**config.mk**
```make
export PLATFORM = sky130hd
export DESIGN_NAME = count_frame_check_flat
export DESIGN_NICKNAME = d
export VERILOG_FILES = /design/src/rtl/count_frame_check_if.sv /design/src/rtl/count_frame_check.sv /design/src/flat_wrapper.sv
export SDC_FILE = /design/constraint.sdc
export NUM_CORES = 1
export LEC_CHECK = 0
export ABC_CLOCK_PERIOD_IN_PS = 3150
export CORE_UTILIZATION = 45
export CTS_CLUSTER_DIAMETER = 80
export DETAILED_ROUTE_END_ITERATION = 10
export HOLD_SLACK_MARGIN = 0.03
export PLACE_DENSITY = 0.78
export SYNTH_ARGS = -nofsm -noshare
export SYNTH_HDL_FRONTEND = slang
export SYNTH_SLANG_ARGS = --single-unit
```
**constraint.sdc**
```tcl
create_clock -name clk -period 3.15 [get_ports clk]
set_input_delay 0.63 -clock clk [delete_from_list [all_inputs] [get_ports clk]]
set_output_delay 0.63 -clock clk [all_outputs]
set_load 0.005 [all_outputs]
```
**src/rtl/count_frame_check_if.sv**
```systemverilog
// Stream bundle for count_frame_check: tagged input beats in, framed beats out.
interface count_frame_check_if #(
    parameter int DATA_WIDTH = 32
);
    logic                  s_axis_tvalid;
    logic [DATA_WIDTH-1:0] s_axis_tdata;
    logic [15:0]           s_axis_count;
    logic                  s_axis_final_cnt;
    logic                  s_axis_tready;
    logic                  m_axis_tvalid;
    logic [DATA_WIDTH-1:0] m_axis_tdata;
    logic                  m_axis_tlast;
    logic                  m_axis_tready;

    modport master (
        output s_axis_tvalid, s_axis_tdata, s_axis_count, s_axis_final_cnt, m_axis_tready,
        input  s_axis_tready, m_axis_tvalid, m_axis_tdata, m_axis_tlast
    );

    modport slave (
        input  s_axis_tvalid, s_axis_tdata, s_axis_count, s_axis_final_cnt, m_axis_tready,
        output s_axis_tready, m_axis_tvalid, m_axis_tdata, m_axis_tlast
    );
endinterface

```
**src/rtl/count_frame_check.sv**
```systemverilog
// Checks upstream beat-index tags against an expected counter, forwards in-sequence
// beats through one register stage and drops/flags out-of-sequence ones.
//
// state | meaning
// HUNT  | waiting for a consistent count-0 beat; everything else dropped silently
// LOCK  | tracking exp_cnt; mismatches raise seq_err
module count_frame_check #(
    parameter int DATA_WIDTH = 32
) (
    input  logic                 clk,
    input  logic                 sync_reset,
    count_frame_check_if.slave   bus,
    input  logic [15:0]          cnt_limit,
    output logic                 locked,
    output logic                 seq_err,
    output logic [15:0]          err_cnt,
    output logic [15:0]          frame_cnt
);
    typedef enum logic {HUNT = 1'b0, LOCK = 1'b1} state_t;

    state_t                state_q, state_d;
    logic                  rst_hold_q;
    logic                  m_valid_q, m_valid_d;
    logic [DATA_WIDTH-1:0] m_data_q, m_data_d;
    logic                  m_last_q, m_last_d;
    logic [15:0]           exp_cnt_q, exp_cnt_d;
    logic [15:0]           err_cnt_q, err_cnt_d;
    logic [15:0]           frame_cnt_q, frame_cnt_d;
    logic                  seq_err_q, seq_err_d;
    logic                  locked_q;
    logic                  accept, consistent, is_start, is_match;
    logic                  fwd, err_hit;

    // Held high from reset assertion until the first edge after release,
    // so the release edge itself can never accept a beat.
    always_ff @(posedge clk or posedge sync_reset) begin
        if (sync_reset) rst_hold_q <= 1'b1;
        else            rst_hold_q <= 1'b0;
    end

    assign bus.s_axis_tready = ~rst_hold_q & (~m_valid_q | bus.m_axis_tready);
    assign accept     = bus.s_axis_tvalid & bus.s_axis_tready;
    assign consistent = bus.s_axis_final_cnt == (bus.s_axis_count == cnt_limit);
    assign is_start   = consistent & (bus.s_axis_count == 16'd0);
    assign is_match   = consistent & (bus.s_axis_count == exp_cnt_q);

    always_ff @(posedge clk or posedge sync_reset) begin
        if (sync_reset) begin
            state_q  <= HUNT;
            locked_q <= 1'b0;
        end else begin
            state_q  <= state_d;
            locked_q <= (state_d == LOCK);
        end
    end

    always_comb begin
        state_d = state_q;
        if (accept) begin
            case (state_q)
                HUNT:    if (is_start) state_d = LOCK;
                LOCK:    if (!is_match && !is_start) state_d = HUNT;
                default: state_d = HUNT;
            endcase
        end
    end

    always_comb begin
        fwd     = 1'b0;
        err_hit = 1'b0;
        if (accept) begin
            case (state_q)
                HUNT: fwd = is_start;
                LOCK: begin
                    fwd     = is_match | is_start;
                    err_hit = ~is_match;
                end
                default: fwd = 1'b0;
            endcase
        end
    end

    // Any forwarded beat is either exp_cnt or a restart at 0, so the next
    // expected index is simply its count plus one (or 0 after a final beat).
    always_comb begin
        m_valid_d   = m_valid_q;
        m_data_d    = m_data_q;
        m_last_d    = m_last_q;
        exp_cnt_d   = exp_cnt_q;
        frame_cnt_d = frame_cnt_q;
        err_cnt_d   = err_cnt_q;
        seq_err_d   = err_hit;
        if (fwd) begin
            m_valid_d = 1'b1;
            m_data_d  = bus.s_axis_tdata;
            m_last_d  = bus.s_axis_final_cnt;
            if (bus.s_axis_final_cnt) begin
                exp_cnt_d   = 16'd0;
                frame_cnt_d = frame_cnt_q + 16'd1;
            end else begin
                exp_cnt_d   = bus.s_axis_count + 16'd1;
            end
        end else if (bus.m_axis_tready) begin
            m_valid_d = 1'b0;
        end
        if (err_hit && (err_cnt_q != 16'hFFFF)) err_cnt_d = err_cnt_q + 16'd1;
    end

    always_ff @(posedge clk or posedge sync_reset) begin
        if (sync_reset) begin
            m_valid_q   <= 1'b0;
            m_data_q    <= '0;
            m_last_q    <= 1'b0;
            exp_cnt_q   <= 16'd0;
            frame_cnt_q <= 16'd0;
            err_cnt_q   <= 16'd0;
            seq_err_q   <= 1'b0;
        end else begin
            m_valid_q   <= m_valid_d;
            m_data_q    <= m_data_d;
            m_last_q    <= m_last_d;
            exp_cnt_q   <= exp_cnt_d;
            frame_cnt_q <= frame_cnt_d;
            err_cnt_q   <= err_cnt_d;
            seq_err_q   <= seq_err_d;
        end
    end

    assign bus.m_axis_tvalid = m_valid_q;
    assign bus.m_axis_tdata  = m_data_q;
    assign bus.m_axis_tlast  = m_last_q;
    assign locked            = locked_q;
    assign seq_err           = seq_err_q;
    assign err_cnt           = err_cnt_q;
    assign frame_cnt         = frame_cnt_q;
endmodule

```
**src/flat_wrapper.sv**
```systemverilog
// flat-port wrapper written by rule: the top's interface ports become plain ports
module count_frame_check_flat 
#(
    parameter int DATA_WIDTH = 32
)
  (clk, sync_reset, cnt_limit, locked, seq_err, err_cnt, frame_cnt, bus_s_axis_tvalid, bus_s_axis_tdata, bus_s_axis_count, bus_s_axis_final_cnt, bus_m_axis_tready, bus_s_axis_tready, bus_m_axis_tvalid, bus_m_axis_tdata, bus_m_axis_tlast);
  count_frame_check_if #(.DATA_WIDTH(DATA_WIDTH)) bus_i ();
  input  logic clk;
  input  logic sync_reset;
  input  logic [15:0] cnt_limit;
  output logic locked;
  output logic seq_err;
  output logic [15:0] err_cnt;
  output logic [15:0] frame_cnt;
  input wire logic [$bits(bus_i.s_axis_tvalid)-1:0] bus_s_axis_tvalid;
  input wire logic [$bits(bus_i.s_axis_tdata)-1:0] bus_s_axis_tdata;
  input wire logic [$bits(bus_i.s_axis_count)-1:0] bus_s_axis_count;
  input wire logic [$bits(bus_i.s_axis_final_cnt)-1:0] bus_s_axis_final_cnt;
  input wire logic [$bits(bus_i.m_axis_tready)-1:0] bus_m_axis_tready;
  output wire logic [$bits(bus_i.s_axis_tready)-1:0] bus_s_axis_tready;
  output wire logic [$bits(bus_i.m_axis_tvalid)-1:0] bus_m_axis_tvalid;
  output wire logic [$bits(bus_i.m_axis_tdata)-1:0] bus_m_axis_tdata;
  output wire logic [$bits(bus_i.m_axis_tlast)-1:0] bus_m_axis_tlast;
  assign bus_i.s_axis_tvalid = bus_s_axis_tvalid;
  assign bus_i.s_axis_tdata = bus_s_axis_tdata;
  assign bus_i.s_axis_count = bus_s_axis_count;
  assign bus_i.s_axis_final_cnt = bus_s_axis_final_cnt;
  assign bus_i.m_axis_tready = bus_m_axis_tready;
  assign bus_s_axis_tready = bus_i.s_axis_tready;
  assign bus_m_axis_tvalid = bus_i.m_axis_tvalid;
  assign bus_m_axis_tdata = bus_i.m_axis_tdata;
  assign bus_m_axis_tlast = bus_i.m_axis_tlast;
  count_frame_check #(.DATA_WIDTH(DATA_WIDTH)) u_core (.clk(clk), .sync_reset(sync_reset), .bus(bus_i), .cnt_limit(cnt_limit), .locked(locked), .seq_err(seq_err), .err_cnt(err_cnt), .frame_cnt(frame_cnt));
endmodule
```
==> results.py <==
metrics = {
    "power_and_ir_drop": {
        "powerDensity_mw_per_mm2": 344.8,
        "switching_share": 0.2437,
        "combPwrFrac": 0.106,
        "p_leak_nw": 2.877,
        "p_int_mw": 1.630,
        "clockPowerShare": 0.382,
        "max-vdd-ir-drop_uv": 272.7,
        "switching_power_mw": 0.5253,
        "seqPwrFrac": 0.512,
    },
    "yosys": {
        "synthDistinctLibCells": 37,
        "ys_seq_elements": 85,
        "synth_fp_nets": 446,
        "yosysSeqAreaShare": 0.4918,
        "syn_area_per_cell_um2": 11.60,
        "synth_edf_count": 0,
        "syn-instance-count": 373,
        "ys.flop_type": "dfrtp_1",
        "synth-async-reset-ratio": 1.000,
        "ys_top_cells_by_area": "dfrtp_1 (49%), mux2_4 (11%), xor2_1 (9.9%)",
        "yosysWarningCount": 0,
        "yosys.area.top_type_share": 0.4857,
        "syn_area_mm2": 0.004328,
        "synth_top_cell_by_area": "dfrtp_1",
    },
    "timing": {
        "clock_skew_ns": 0.01378,
        "grt_setup_unrepaired": "no",
        "fin_crit_sh": 0.9323,
        "worst_pin_slew_ns": 0.7044,
        "drv_slew": 0,
        "fin_ws_ns": 0.2132,
        "finalHoldViolations": 0,
        "finalSetupViolations": 0,
        "period_minus_slack_ns": 2.937,
        "fmax_mhz": 340.5,
        "slew_headroom": 0.5298,
    },
    "worst_setup_path": {
        "cp_max_fo": 4,
        "path_class": "in -> reg",
        "timing.rr.end": "u_core.frame_cnt[6]$_DFFE_PP0P_",
        "worst_r2r_path_depth": 8,
        "r2r_start": "u_core.exp_cnt_q[11]$_DFFE_PP0P_",
        "regToRegSetupSlack_ns": 0.77,
        "start_kind": "primary input",
        "cp.arrival_ns": 3.19,
        "required_ns": 3.40,
        "end_kind": "flip-flop",
    },
    "floorplan": {
        "dieArea_mm2": 0.01001,
        "die_y_um": 100.1,
        "core_mm2": 0.009284,
        "die_x_um": 100.1,
        "num_rows": 35,
        "initial_utilization": 0.4662,
        "io_pins": 138,
    },
    "routing": {
        "wl_per_cell_um": 15.02,
        "num_vias": 3315,
        "drcViolationCount": 0,
        "post_drt_via_cell_ratio": 4.933,
        "ant_nets": 0,
        "first_pass_iters": 4,
        "drt_iter0_drc": 158,
        "wirelength_um": 10090,
    },
    "clock_tree": {
        "clock_path_buffers": 2,
        "clock_latency_ns": 0.36,
        "root_buffer": "clkbuf_8",
        "cts_max_level": 3,
        "cts_tree": "built",
        "clk_pin_slew_ns": 0.10,
        "postCtsSetupRepairBufs": 0,
        "cts_resized": 0,
        "clock_sinks": 85,
        "cts_buffers": 9,
        "ctsHoldBuffers": 0,
    },
    "global_route": {
        "track_usage": 0.2084,
        "grt_pass1_wl_um": 16330,
        "antenna_found_initial": 0,
        "overflow": 0,
        "first_global_vias": 3350,
        "grt_max_degree": 41,
    },
    "run": {
        "cap_viol_max_count": 0,
    },
    "hold_path": {
        "min_to": "u_core.frame_cnt[15]$_DFFE_PP0P_",
        "whs_path_depth": 1,
        "hold_path.class": "reg -> reg",
        "holdCritStartpoint": "u_core.frame_cnt[15]$_DFFE_PP0P_",
    },
    "layout": {
        "layout_common_cells": "clkdlybuf4s50_1 (137), dfrtp_1 (84), xor2_1 (49), nand2_1 (37), buf_4 (34)",
        "nets": 611,
        "drive_gt1_frac": 0.1823,
        "layout_commonest_cell": "clkdlybuf4s50_1",
        "antenna_cells": 0,
        "area_growth_pct": 44.46,
        "final_core_util": 0.6735,
    },
    "placement": {
        "place_worst_setup_slack_ns": -0.1203,
        "place_congestion": 0.8473,
        "numPortBuffers": 137,
        "hpwlAfterDp_um": 7694,
    },
    "run_status": {
        "status": "complete, no violations",
    },
}
[power by group through the flow]
stage / Clock (mW) / Combinational, mW / Sequential (mW)
2_1_floorplan: 0 / 0.0877 / 1.12
3_5_place_dp: 0 / 0.229 / 1.13
6_report: 0.824 / 0.228 / 1.10
5_1_grt: 0.889 / 0.247 / 1.10
4_1_cts: 0.841 / 0.231 / 1.10
3_3_place_gp: 0 / 0.226 / 1.12
[routing by layer]
layer,vias to the layer above,global-route usage,part of all wire
li1,1592,-,-
met1,1602,0.2753,0.47
met2,111,0.3390,0.46
met3,10,0.05153,0.060
met4,0,0.06577,0.013
met5,-,0,0
[state kept, by name (all words and copies together) (netlist names)]
signal / flops
u_core.bus.m_axis_tdata: 32
u_core.bus.m_axis_tlast: 1
u_core.bus.m_axis_tvalid: 1
u_core.err_cnt: 16
u_core.exp_cnt_q: 16
u_core.frame_cnt: 16
u_core.rst_hold_q: 1
u_core.seq_err: 1
u_core.state_q: 1
[cell families (layout without fill, tap and decap cells)]
group	count (synthesis)	in the layout	share of synthesized area
other cells	1	1	0.0008665
buf+inv	31	201	0.03758
xor+xnor	77	77	0.1602
compound gates	25	25	0.04279
mux	34	34	0.1162
flops	85	85	0.4918
fa+ha+maj	4	4	0.01156
simple gates	116	116	0.1391
[stage by stage]
step / instance area (um2) / TNS, ns / cells / power, mW / hold WS, ns
finish: 6252 / 0 / 672 / 2.156 / 0.4714
global route: 6252 / 0 / 672 / 2.240 / 0.5054
CTS: 6252 / 0 / 672 / 2.176 / 0.4734
detailed placement: 6040 / -1.169 / 656 / 1.354 / 0.4556
global placement: 6040 / -0.9197 / 656 / 1.350 / 0.4584
floorplan: 4328 / 0 / 373 / 1.212 / 0.4647
[worst max path at each step]
stage                              startpoint                                endpoint  slack [ns]  cells after the start
after floorplan                    sync_reset  u_core.bus.m_axis_tdata[0]$_DFFE_PP0P_        0.33                      1
after global placement    bus_s_axis_count[1]           u_core.err_cnt[1]$_DFFE_PP0P_        -0.1                      8
after CTS                 bus_s_axis_count[1]           u_core.err_cnt[1]$_DFFE_PP0P_        0.25                      8
final                     bus_s_axis_count[0]           u_core.err_cnt[1]$_DFFE_PP0P_        0.21                      8
after detailed placement  bus_s_axis_count[1]           u_core.err_cnt[1]$_DFFE_PP0P_       -0.12                      8
after global routing      bus_s_axis_count[7]         u_core.frame_cnt[6]$_DFFE_PP0P_        0.13                     10
[worst max-delay path, stage by stage]
cell             delay [ns]
clkdlybuf4s50_1        0.43
xor2_1                 0.19
nor4_1                 0.51
nand4_2                0.31
xnor2_4                0.25
buf_4                  0.17
a211oi_2               0.32
mux2_2                 0.37
[synthesized netlist by cell type, types with 2 or more instances]
master	count
dfrtp_1	84
xor2_1	49
nand2_1	37
mux2_4	32
xnor2_1	27
o21ai_0	18
nand3_1	16
nand4_1	16
nor2_1	15
buf_2	12
inv_1	12
nor3_1	8
nor4_1	8
buf_6	4
ha_1	4
a21oi_1	3
and3_1	3
nor4_2	3
a2111oi_4	2
clkbuf_1	2
mux2_2	2
[final cells by class]
class	count	area, um2
clock inverter	6	75.07
clock buffer	10	137.6
timing repair buffer	173	1667
sequential	85	2128
multi-input combinational	257	2037
inverter	12	46.29
fill	734	3032
tap	129	161.4
No activity file was read; power rests on OpenSTA's default activity.
